[src/rtl/cei_bus_err_responder_if.sv]
// OBI request/response bundle between the crossbar error port and the
// error responder.
interface cei_bus_err_responder_if #(
   parameter int unsigned ADDR_WIDTH = 32,
   parameter int unsigned DATA_WIDTH = 32
);
   logic                    req_i;
   logic                    we_i;
   logic [DATA_WIDTH/8-1:0] be_i;
   logic [ADDR_WIDTH-1:0]   addr_i;
   logic [DATA_WIDTH-1:0]   wdata_i;
   logic                    gnt_o;
   logic                    rvalid_o;
   logic [DATA_WIDTH-1:0]   rdata_o;
   logic                    err_o;

   modport master (
      output req_i, we_i, be_i, addr_i, wdata_i,
      input  gnt_o, rvalid_o, rdata_o, err_o
   );

   modport slave (
      input  req_i, we_i, be_i, addr_i, wdata_i,
      output gnt_o, rvalid_o, rdata_o, err_o
   );
endinterface

[src/rtl/cei_bus_err_responder.sv]
// Terminates every OBI access routed to the crossbar error port. Each access
// is granted at once and answered with an error response after a fixed
// latency. The responder also counts faults and captures the first one for
// diagnosis, with an interrupt pulse when that capture happens.
module cei_bus_err_responder #(
   parameter int unsigned          ADDR_WIDTH   = 32,
   parameter int unsigned          DATA_WIDTH   = 32,
   parameter int unsigned          RESP_LATENCY = 1,
   parameter logic [DATA_WIDTH-1:0] ERR_RDATA   = 32'hBADACCE5,
   parameter int unsigned          CNT_WIDTH    = 16
) (
   input  logic                    clk_i,
   input  logic                    rst_ni,
   cei_bus_err_responder_if.slave  bus,
   input  logic                    clear_i,
   output logic [CNT_WIDTH-1:0]    err_count_o,
   output logic                    cap_valid_o,
   output logic [ADDR_WIDTH-1:0]   cap_addr_o,
   output logic                    cap_we_o,
   output logic [DATA_WIDTH/8-1:0] cap_be_o,
   output logic                    irq_o
);

   if (RESP_LATENCY < 1 || RESP_LATENCY > 8) begin : g_bad_latency
      $error("RESP_LATENCY must be within 1..8");
   end

   logic                    hs;
   logic [RESP_LATENCY-1:0] vld_q;
   logic                    wdata_unused;

   logic [CNT_WIDTH-1:0]    cnt_q, cnt_d;
   logic                    capv_q, capv_d;
   logic [ADDR_WIDTH-1:0]   cap_addr_q, cap_addr_d;
   logic                    cap_we_q, cap_we_d;
   logic [DATA_WIDTH/8-1:0] cap_be_q, cap_be_d;
   logic                    irq_q, irq_d;

   // No backpressure: every request is granted in the cycle it appears.
   assign hs          = bus.req_i;
   assign bus.gnt_o   = bus.req_i;
   assign bus.rvalid_o = vld_q[RESP_LATENCY-1];
   assign bus.err_o    = vld_q[RESP_LATENCY-1];
   assign bus.rdata_o  = ERR_RDATA;
   assign wdata_unused = ^bus.wdata_i;

   assign err_count_o = cnt_q;
   assign cap_valid_o = capv_q;
   assign cap_addr_o  = cap_addr_q;
   assign cap_we_o    = cap_we_q;
   assign cap_be_o    = cap_be_q;
   assign irq_o       = irq_q;

   // Response pipeline: one valid bit per latency stage, fed only from
   // registered state so req_i never reaches rvalid_o combinationally.
   if (RESP_LATENCY == 1) begin : g_lat1
      always_ff @(posedge clk_i or negedge rst_ni) begin
         if (!rst_ni) vld_q <= '0;
         else         vld_q <= hs;
      end
   end else begin : g_latn
      always_ff @(posedge clk_i or negedge rst_ni) begin
         if (!rst_ni) vld_q <= '0;
         else         vld_q <= {vld_q[RESP_LATENCY-2:0], hs};
      end
   end

   // Fault bookkeeping: clear is applied first, then the handshake, so a
   // fault coinciding with clear starts a fresh count and capture.
   always_comb begin
      cnt_d      = clear_i ? '0 : cnt_q;
      capv_d     = clear_i ? 1'b0 : capv_q;
      cap_addr_d = clear_i ? '0 : cap_addr_q;
      cap_we_d   = clear_i ? 1'b0 : cap_we_q;
      cap_be_d   = clear_i ? '0 : cap_be_q;
      irq_d      = 1'b0;
      if (hs) begin
         if (cnt_d != '1) cnt_d = cnt_d + CNT_WIDTH'(1);
         if (!capv_d) begin
            capv_d     = 1'b1;
            cap_addr_d = bus.addr_i;
            cap_we_d   = bus.we_i;
            cap_be_d   = bus.be_i;
            irq_d      = 1'b1;
         end
      end
   end

   // Counter, capture and interrupt registers.
   always_ff @(posedge clk_i or negedge rst_ni) begin
      if (!rst_ni) begin
         cnt_q      <= '0;
         capv_q     <= 1'b0;
         cap_addr_q <= '0;
         cap_we_q   <= 1'b0;
         cap_be_q   <= '0;
         irq_q      <= 1'b0;
      end else begin
         cnt_q      <= cnt_d;
         capv_q     <= capv_d;
         cap_addr_q <= cap_addr_d;
         cap_we_q   <= cap_we_d;
         cap_be_q   <= cap_be_d;
         irq_q      <= irq_d;
      end
   end

endmodule

[src/flat_wrapper.sv]
// flat-port wrapper written by rule: the top's interface ports become plain ports
module cei_bus_err_responder_flat 
#(
   parameter int unsigned          ADDR_WIDTH   = 32,
   parameter int unsigned          DATA_WIDTH   = 32,
   parameter int unsigned          RESP_LATENCY = 1,
   parameter logic [DATA_WIDTH-1:0] ERR_RDATA   = 32'hBADACCE5,
   parameter int unsigned          CNT_WIDTH    = 16
)
  (clk_i, rst_ni, clear_i, err_count_o, cap_valid_o, cap_addr_o, cap_we_o, cap_be_o, irq_o, bus_req_i, bus_we_i, bus_be_i, bus_addr_i, bus_wdata_i, bus_gnt_o, bus_rvalid_o, bus_rdata_o, bus_err_o);
  cei_bus_err_responder_if #(.ADDR_WIDTH(ADDR_WIDTH), .DATA_WIDTH(DATA_WIDTH)) bus_i ();
  input  logic clk_i;
  input  logic rst_ni;
  input  logic clear_i;
  output logic [CNT_WIDTH-1:0] err_count_o;
  output logic cap_valid_o;
  output logic [ADDR_WIDTH-1:0] cap_addr_o;
  output logic cap_we_o;
  output logic [DATA_WIDTH/8-1:0] cap_be_o;
  output logic irq_o;
  input wire logic [$bits(bus_i.req_i)-1:0] bus_req_i;
  input wire logic [$bits(bus_i.we_i)-1:0] bus_we_i;
  input wire logic [$bits(bus_i.be_i)-1:0] bus_be_i;
  input wire logic [$bits(bus_i.addr_i)-1:0] bus_addr_i;
  input wire logic [$bits(bus_i.wdata_i)-1:0] bus_wdata_i;
  output wire logic [$bits(bus_i.gnt_o)-1:0] bus_gnt_o;
  output wire logic [$bits(bus_i.rvalid_o)-1:0] bus_rvalid_o;
  output wire logic [$bits(bus_i.rdata_o)-1:0] bus_rdata_o;
  output wire logic [$bits(bus_i.err_o)-1:0] bus_err_o;
  assign bus_i.req_i = bus_req_i;
  assign bus_i.we_i = bus_we_i;
  assign bus_i.be_i = bus_be_i;
  assign bus_i.addr_i = bus_addr_i;
  assign bus_i.wdata_i = bus_wdata_i;
  assign bus_gnt_o = bus_i.gnt_o;
  assign bus_rvalid_o = bus_i.rvalid_o;
  assign bus_rdata_o = bus_i.rdata_o;
  assign bus_err_o = bus_i.err_o;
  cei_bus_err_responder #(.ADDR_WIDTH(ADDR_WIDTH), .DATA_WIDTH(DATA_WIDTH), .RESP_LATENCY(RESP_LATENCY), .ERR_RDATA(ERR_RDATA), .CNT_WIDTH(CNT_WIDTH)) u_core (.clk_i(clk_i), .rst_ni(rst_ni), .bus(bus_i), .clear_i(clear_i), .err_count_o(err_count_o), .cap_valid_o(cap_valid_o), .cap_addr_o(cap_addr_o), .cap_we_o(cap_we_o), .cap_be_o(cap_be_o), .irq_o(irq_o));
endmodule
[config.mk]
export PLATFORM = sky130hd
export DESIGN_NAME = cei_bus_err_responder_flat
export DESIGN_NICKNAME = d
export VERILOG_FILES = /design/src/rtl/cei_bus_err_responder_if.sv /design/src/rtl/cei_bus_err_responder.sv /design/src/flat_wrapper.sv
export SDC_FILE = /design/constraint.sdc
export NUM_CORES = 1
export LEC_CHECK = 0
export CAP_MARGIN = 20
export CORE_UTILIZATION = 56
export DETAILED_ROUTE_END_ITERATION = 7
export DONT_BUFFER_PORTS = 1
export GPL_TIMING_DRIVEN = 0
export PLACE_DENSITY = 0.71
export SYNTH_ARGS = -nofsm -noshare
export SYNTH_HDL_FRONTEND = slang
export SYNTH_SLANG_ARGS = --single-unit
export TNS_END_PERCENT = 20
[constraint.sdc]
create_clock -name clk_i -period 3.23 [get_ports clk_i]
set_clock_uncertainty 0.1 [all_clocks]
set_input_delay 0.4845 -clock clk_i [delete_from_list [all_inputs] [get_ports clk_i]]
set_output_delay 0.4845 -clock clk_i [all_outputs]
set_load 0.02 [all_outputs]
Yosys cells after proc, flatten, opt, wreduce, memory -nomap -nowiden
Cells that the tools add are included.
{"block": "totals", "register_bits": 56, "in_bits": 73, "output_inout_bits": 90, "word_cells": 25}
{"block": "classes", "n_addsub": 1, "n_eq_ne": 1, "mux": 16}
{"cell": "$mux W32", "n": 3}
{"cell": "$mux W16", "n": 3}
{"cell": "$add A16 B1 Y16 const B", "n": 1}
{"cell": "$ne A16 B16 Y1 const B", "n": 1}
{"cell": "$mux W4", "n": 3}
{"cell": "$mux W1", "n": 7}

Logic depth before layout (Yosys ltp)
Gate-level depths: netlist (run 1).
{"block": "logic_depth", "depth_word": 4, "depth_mapped": 8}

Worst setup path before layout (run 1)
OpenSTA, ideal clock, no wires.
{"block": "synth_path", "path_kind": "input to register", "from": "input clear_i", "to": "register u_core.cnt_q[13], in the netlist u_core.err_count_o[13]", "t_arrival_ps": 1929, "setup_slack_ps": 1076, "path_stages": 7, "n_path_buf": 1, "cell_sequence": "buf_2 > nor2b_1 > ha_1 > nand4b_1 > nor4_2 > nor4b_1 > mux2_2"}
{"block": "synth_via", "elab_chain_len": 4}
{"item": "start: declaration", "line": "flat_wrapper.sv:14", "source": "input logic clear_i;"}
{"item": "$mux W16 (*)", "line": "cei_bus_err_responder.sv:71", "source": "cnt_d = clear_i ? '0 : cnt_q;"}
{"item": "$add A16 B1 Y16 / $ne A16 B16 Y1 (equally long branches)", "line": "cei_bus_err_responder.sv:78", "source": "if (cnt_d != '1) cnt_d = cnt_d + CNT_WIDTH'(1);"}
{"item": "$mux W16", "line": "cei_bus_err_responder.sv:78"}
{"item": "$mux W16 (*)", "line": "cei_bus_err_responder.sv:77", "source": "if (hs) begin"}
{"item": "net u_core.cnt_d[13]", "line": "cei_bus_err_responder.sv:32", "source": "logic [CNT_WIDTH-1:0] cnt_q, cnt_d;"}
{"item": "end signal: assignment", "line": "cei_bus_err_responder.sv:99", "source": "cnt_q <= cnt_d;"}
{"item": "end: declaration", "line": "cei_bus_err_responder.sv:32"}
Mark *: on every way through the listed nets, which the timed path passes. The rest lies on a longest branch.

Worst setup path in the final report (run 1)
{"block": "layout_path", "from": "register u_core.cnt_q[0], in the netlist u_core.err_count_o[0]", "to": "register u_core.cnt_q[13], in the netlist u_core.err_count_o[13]"}
{"block": "layout_via", "elab_chain_len": 4}
{"item": "$mux W16 (*)", "line": "cei_bus_err_responder.sv:71"}
{"item": "$add A16 B1 Y16 / $ne A16 B16 Y1 (equally long branches)", "line": "cei_bus_err_responder.sv:78"}
{"item": "$mux W16 (*)", "line": "cei_bus_err_responder.sv:78"}
{"item": "$mux W16 (*)", "line": "cei_bus_err_responder.sv:77"}
{"item": "net u_core.cnt_d[13]", "line": "cei_bus_err_responder.sv:32"}
Marked as above.

==> results of run 1 <==
## per-layer routing
metal	up-vias	share of wire, %
met5	-	0
met4	0	1.6
met3	7	8.9
met2	82	47
met1	943	42
li1	1024	-
## sequential cells by signal, indices dropped and copies added (netlist names)
name,flops
u_core.cap_valid_o,1
u_core.bus.err_o,1
u_core.cap_we_o,1
u_core.irq_o,1
u_core.cap_addr_o,32
u_core.cap_be_o,4
u_core.err_count_o,16
## power by group through the flow
stage / clock [W] / combinational, W / sequential [W]
after floorplan: 0 / 0.000138 / 0.000840
after detailed placement: 0 / 0.000157 / 0.000850
final: 0.000477 / 0.000175 / 0.000836
after global placement: 0 / 0.000153 / 0.000851
after CTS: 0.000490 / 0.000176 / 0.000837
after global routing: 0.000515 / 0.000196 / 0.000842
## worst max-delay path: stages, from the launching register on
cell and delay, ns:
dfrtp_1 0.50, nor2b_1 0.24, ha_1 0.33, nand4b_1 0.15
nor4_2 0.43, nor4b_1 0.14, mux2_2 0.30
## cells in the final DEF (no fill, tap or decap), types with 2 or more instances in the layout
master / Yosys / layout
o211ai_1: 2 / 2
conb_1: 2 / 32
clkbuf_1: 11 / 11
nor3_1: 3 / 3
nor2b_1: 7 / 7
nor2_1: 5 / 5
xnor2_1: 5 / 5
and4b_1: 2 / 2
nand2_1: 83 / 83
buf_2: 2 / 2
nand4_1: 3 / 3
mux2_2: 2 / 2
nand3_1: 39 / 39
inv_1: 4 / 4
o31ai_1: 3 / 3
buf_1: 2 / 2
o21ai_0: 2 / 2
or4_1: 4 / 4
nand4b_1: 2 / 2
clkbuf_8: 0 / 6
a21oi_1: 5 / 5
or3_1: 2 / 2
dfrtp_1: 56 / 56
buf_4: 34 / 34
nand2b_1: 2 / 2
o2111ai_1: 2 / 2
and4_1: 3 / 3
## how the worst max path moves through the flow
stage | end | slack [ns] | depth (start not counted)
floorplan | u_core.err_count_o[13] | 1.08 | 7
global placement | u_core.err_count_o[13] | 0.85 | 7
detailed placement | u_core.err_count_o[13] | 0.81 | 7
CTS | u_core.err_count_o[13] | 0.93 | 6
global route | u_core.err_count_o[13] | 0.74 | 6
finish | u_core.err_count_o[13] | 0.94 | 6
## cell type report
type                       instances  area [sq um]
timing repair buffer               2          37.5
buffer                            49           314
fill                             405          1620
multi-input combinational        222          1130
clock inverter                     2          38.8
sequential                        56          1400
tap                               67          83.8
inverter                           4          15.0
clock buffer                       6          82.6
## kinds of logic (layout without fill, tap and decap cells)
group,Yosys count,in the layout,share of synthesized area (%)
simple gates,162,162,28.8
flops,56,56,51.0
buf+inv,53,63,12.0
compound gates,19,19,4.65
xor+xnor,5,5,1.59
mux,3,3,1.18
other cells,2,32,0.273
fa+ha+maj,1,1,0.456
## through the flow
stage / worst slack, ns / instance area (sq um)
detailed placement: 0.810 / 2940
finish: 0.940 / 3100
global route: 0.744 / 3100
floorplan: 1.08 / 2860
CTS: 0.929 / 3100
global placement: 0.848 / 2940
## what timing repair did
| item | 4_1_cts | 5_1_grt |
|---|---|---|
| hold buffers | 2 | 0 |
| hold endpoints to repair | 56 | 0 |
| buffers inserted | 0 | 0 |
| endpoints found under the setup margin | 0 | 0 |
==> metrics.txt, run 1 <==
fin cells=408; total power draw=0.00149 W; CTS tree=built; PostCTS Resize Cnt=0; met1 Usage GRT=28.5%; CP startpoint kind=flop; ys async rst share=100%; clock slew at reported path FFs=0.10 ns; setup TNS=0 ns; status=finished clean; Crit. End Element=flop; VDD IR-drop max=0.000286 V; worst skew pair latency=0.30 ns; CP required=3.32 ns; slew at the pin closest to its max-slew limit=0.550 ns; Cell Pwr Density=480 nW/um^2; EDFF count, synth=0; Area growth syn-to-layout=12.9%; Final min period=2.29 ns; Synth area leader=dfrtp_1; Max-cap violations=0; CP Max Fanout=8; detailed-route via count=2056; CTS Buffer Depth=2; R2R cell count=6; Seq cells post-synth=56; total track usage=21.9%; RR Startpoint=u_core.err_count_o[0]; worst r2r dst=u_core.err_count_o[13]; die width=72.0 um; Placed Instances=398; DR iter-0 viols=155; Seq/Total Area, Yosys=51.0%; Ys Warns=0; top post-synthesis cells by area=dfrtp_1, nand2_1, buf_4, nand3_1, nor2b_1; switching share of power=28.6%; Tcrit/Tclk final=70.9%; clock share of power=32.1%; full die area=5190 sq um; Die Y=72.0 um; Max H-tree Level=2; total wire length=5470 um; CTS Buf Count=5; final core utilization=65.7%; Worst setup startpoint=u_core.err_count_o[0]; P_sw=0.000426 W; Final Hold Violating Endpoints=0; DPL Wire Length=3950 um; Comb power frac=11.8%; Seq pwr share=56.2%; R2R setup slack=0.94 ns; WP data arrival=2.38 ns; number of global-route vias before repair=1890; Final GP Congestion=0.761; internal power=0.00106 W; global-route wire length before repair=8810 um; met3 usage=7.64%; max-slew violation count=0; clock sinks=56; mean area per synthesized cell=9.12 sq um; I/O Buffers=0; hold depth=0; Fmax=437 MHz; RSZ-0062 raised after global routing=no; Synth Cell Area=2750 sq um; Synth top area share=51.0%; Boundary Pins=163; core area=4720 sq um; hold slack=0.101 ns; GR Overflow Total=0; worst setup path class=reg -> reg; Rows=25; layout cells sized above 1=15.0%; n_diodes=0; Leakage Power=1.56 nW; Yosys cell types=40; initial antenna violation count=0; antenna viol nets, final=0; root buffer cell=clkbuf_8; GR Util met2=34.7%; max_slew headroom=63.0%; hold path endpoint=u_core.bus.err_o; most numerous cell in the Yosys netlist=nand2_1; Routed WL per cell=13.4 um; hold path startpoint=bus_req_i; Via density=5.04; DRC Markers=0; largest net degree at the start of global routing=57; Starting Density=58.1%; Top Usage Layer GRT=met2; nets@finish=414; first-pass iteration count of the detailed router=4; Setup violations, final=0; dominant synthesized flop cell=dfrtp_1; worst hold-check path type=in -> reg; top cells by count, synth=nand2_1, dfrtp_1, nand3_1; Mapped Cells=301
Note: power is estimated with default switching activity, not from simulation.
==> inputs of run 2 (changes only) <==
--- a/config.mk
+++ b/config.mk
@@ -10,7 +10,7 @@
 export DETAILED_ROUTE_END_ITERATION = 7
 export DONT_BUFFER_PORTS = 1
 export GPL_TIMING_DRIVEN = 0
-export PLACE_DENSITY = 0.71
+export PLACE_DENSITY = 0.74
 export SYNTH_ARGS = -nofsm -noshare
 export SYNTH_HDL_FRONTEND = slang
 export SYNTH_SLANG_ARGS = --single-unit
==> constraint.sdc (replaced) <==
create_clock -name clk_i -period 2.1 [get_ports clk_i]
set_clock_uncertainty 0.1 [all_clocks]
set_input_delay 0.315 -clock clk_i [delete_from_list [all_inputs] [get_ports clk_i]]
set_output_delay 0.315 -clock clk_i [all_outputs]
set_load 0.02 [all_outputs]
==> run 2 against run 1 <==
  * Clock power up 51%
  * Sequential share of layout area down 2.8 points
  * Global-route usage up 2.1 points
  * Sequential power up 54%
  * Count of clock-buffer cells in the layout down 1
  * Utilization up 4.8 points
  * Setup slack worse by 0.87 ns
  * Largest cell class unchanged
  * Fmax up 13%
  * Highest routed layer unchanged
  * Critical path depth down 2
==> metrics.txt, run 2 (synthesis gave the netlist of run 1 again) <==
status=finished clean; CP startpoint kind=flop; Fmax=493 MHz (+13%); max-slew violation count=0 (unchanged); n_diodes=0 (unchanged); root buffer cell=clkbuf_8; full die area=5190 sq um (unchanged); worst setup path class=reg -> reg; Placed Instances=398 (unchanged); antenna viol nets, final=0 (unchanged); Routed WL per cell=14.3 um (+6.9%); initial antenna violation count=0 (unchanged); worst hold-check path type=in -> reg; fillers=380 (-6.2%); largest net degree at the start of global routing=57 (unchanged); layout cells sized above 1=17.5% (+2.5 points); DPL Wire Length=4160 um (+5.3%); final core utilization=70.5% (+4.8 points); clock slew at reported path FFs=0.11 ns (about the same); commonest non-fill, non-tap cell in the layout=nand2_1; most frequent cells in the layout=nand2_1, dfrtp_1, nand3_1; VDD IR-drop max=0.000486 V (+70%); Tcrit/Tclk final=96.7% (+26 points); RSZ-0062 raised after global routing=yes; Via density=5.23 (+3.7%); Rows=25 (unchanged); Max-cap violations=0 (unchanged); max FFs per register=32 (unchanged); total wire length=6130 um (+12%); R2R setup slack=0.07 ns (-0.87 ns); Starting Density=58.1% (unchanged); CTS tree=built; Final GP Congestion=0.832 (+9.4%); fin cells=428 (+4.9%); Die Y=72.0 um (unchanged); CTS Buffer Depth=2 (unchanged); Boundary Pins=163 (unchanged); nets@finish=434 (+4.8%); I/O Buffers=0 (unchanged); die width=72.0 um (unchanged); Final Hold Violating Endpoints=0 (unchanged); Cell Pwr Density=696 nW/um^2 (+45%); GR Overflow Total=0 (unchanged); R2R cell count=4 (-2); number of global-route vias before repair=2122 (+12%); worst skew pair latency=0.31 ns (about the same); uppermost layer routed=met4; DR iter-0 viols=123 (-21%); critical path, cell by cell=nand4b_2 > or3_4 > nor4b_1 > mux2_2; WP data arrival=2.13 ns (-0.25 ns); worst r2r dst=u_core.err_count_o[13]; Crit path largest cell delay=0.48 ns (-0.02 ns); dpl cell area=2940 sq um (unchanged); hold slack=0.00679 ns (-0.0937 ns); post-route cell area=3330 sq um (+7.4%); WL met3=504 um (+3.7%); met2 wire len=3110 um (+20%); CTS Buf Count=5 (unchanged); global-route wire length before repair=9750 um (+11%); Worst setup startpoint=u_core.err_count_o[2]; RR Startpoint=u_core.err_count_o[2]; CP Max Fanout=6 (-2); Max H-tree Level=2 (unchanged); DRC Markers=0 (unchanged); clock sinks=56 (unchanged); first-pass iteration count of the detailed router=4 (unchanged); end of the critical path=u_core.err_count_o[13]; total track usage=24.1% (+2.1 points); Leakage Power=1.65 nW (+5.7%); WL met1=2460 um (+6.8%); Crit. End Element=flop; slowest CP cell=dfrtp_2; Setup violations, final=0 (unchanged); core area=4720 sq um (unchanged); CP required=2.20 ns (-1.12 ns); detailed-route via count=2237 (+8.8%); Final min period=2.03 ns (-0.260 ns); Area growth syn-to-layout=21.3%
run 2: cell types whose count changed in the layout (fill, tap and decap cells not counted), sizes merged:
cell,change
buf,+2
clkinv,-1
inv,+1
dlygate4sd3,+18
clkbuf,-1
clkinvlp,+1
run 2: per-stage QoR:
step                setup WS (ns)  power [W]  setup TNS (ns)
CTS                       0.00238    0.00233               0
finish                     0.0700    0.00232               0
floorplan                  0.0704    0.00150               0
global placement           -0.183    0.00154          -0.326
detailed placement         -0.255    0.00155          -0.742
global route              -0.0124    0.00241         -0.0149
run 2: timing repair:
item / 4_1_cts / 5_1_grt
setup buffers: 2 / 0
resized for setup: 8 / 5
pin swaps: 2 / 0
hold endpoints to repair: 70 / 4
hold buffers: 16 / 4
setup endpoints to repair: 8 / 7
run 2: metal layers:
metal | vias up | global-route usage, %
met2 | 101 | 42.0
met3 | 7 | 8.89
met1 | 1066 | 28.2
met4 | 0 | 6.10
met5 | - | 0
li1 | 1063 | -
run 2: cell type report:
| cell class | instances | area, sq um | share of cell area, % |
|---|---|---|---|
| clock inverters | 3 | 46.3 | 1.39 |
| inverters | 4 | 15.0 | 0.451 |
| repair buffers | 22 | 233 | 6.99 |
| clock buffers | 5 | 68.8 | 2.07 |
| well taps | 67 | 83.8 | 2.52 |
| plain buffers | 49 | 314 | 9.43 |
| flip-flops and latches | 56 | 1410 | 42.3 |
| multi-input cells | 222 | 1160 | 34.8 |
run 2: worst max-delay path, delay by kind of cell (launching register included):
kind | cells | cell delay (ns)
DFF | 1 | 0.48
muxes | 1 | 0.37
and+or+nand+nor | 3 | 0.97
run 2: how the worst min path moves through the flow:
stage | from | end | slack [ns] | depth (start not counted)
3_5_place_dp | rst_ni | u_core.err_count_o[4] | -0.08 | 0
5_1_grt | bus_addr_i[11] | u_core.cap_addr_o[11] | 0.0006 | 2
6_report | bus_addr_i[20] | u_core.cap_addr_o[20] | 0.007 | 2
3_3_place_gp | rst_ni | u_core.err_count_o[4] | -0.08 | 0
2_1_floorplan | rst_ni | u_core.bus.err_o | -0.08 | 0
4_1_cts | bus_addr_i[31] | u_core.cap_addr_o[31] | 0.0006 | 2
run 2: power breakdown:
group,leakage [nW],internal (W),switching [W],total (W)
logic,0.872,0.000124,0.000184,0.000308
clock network,0.0548,0.000360,0.000361,0.000721
registers,0.723,0.00115,0.000143,0.00129
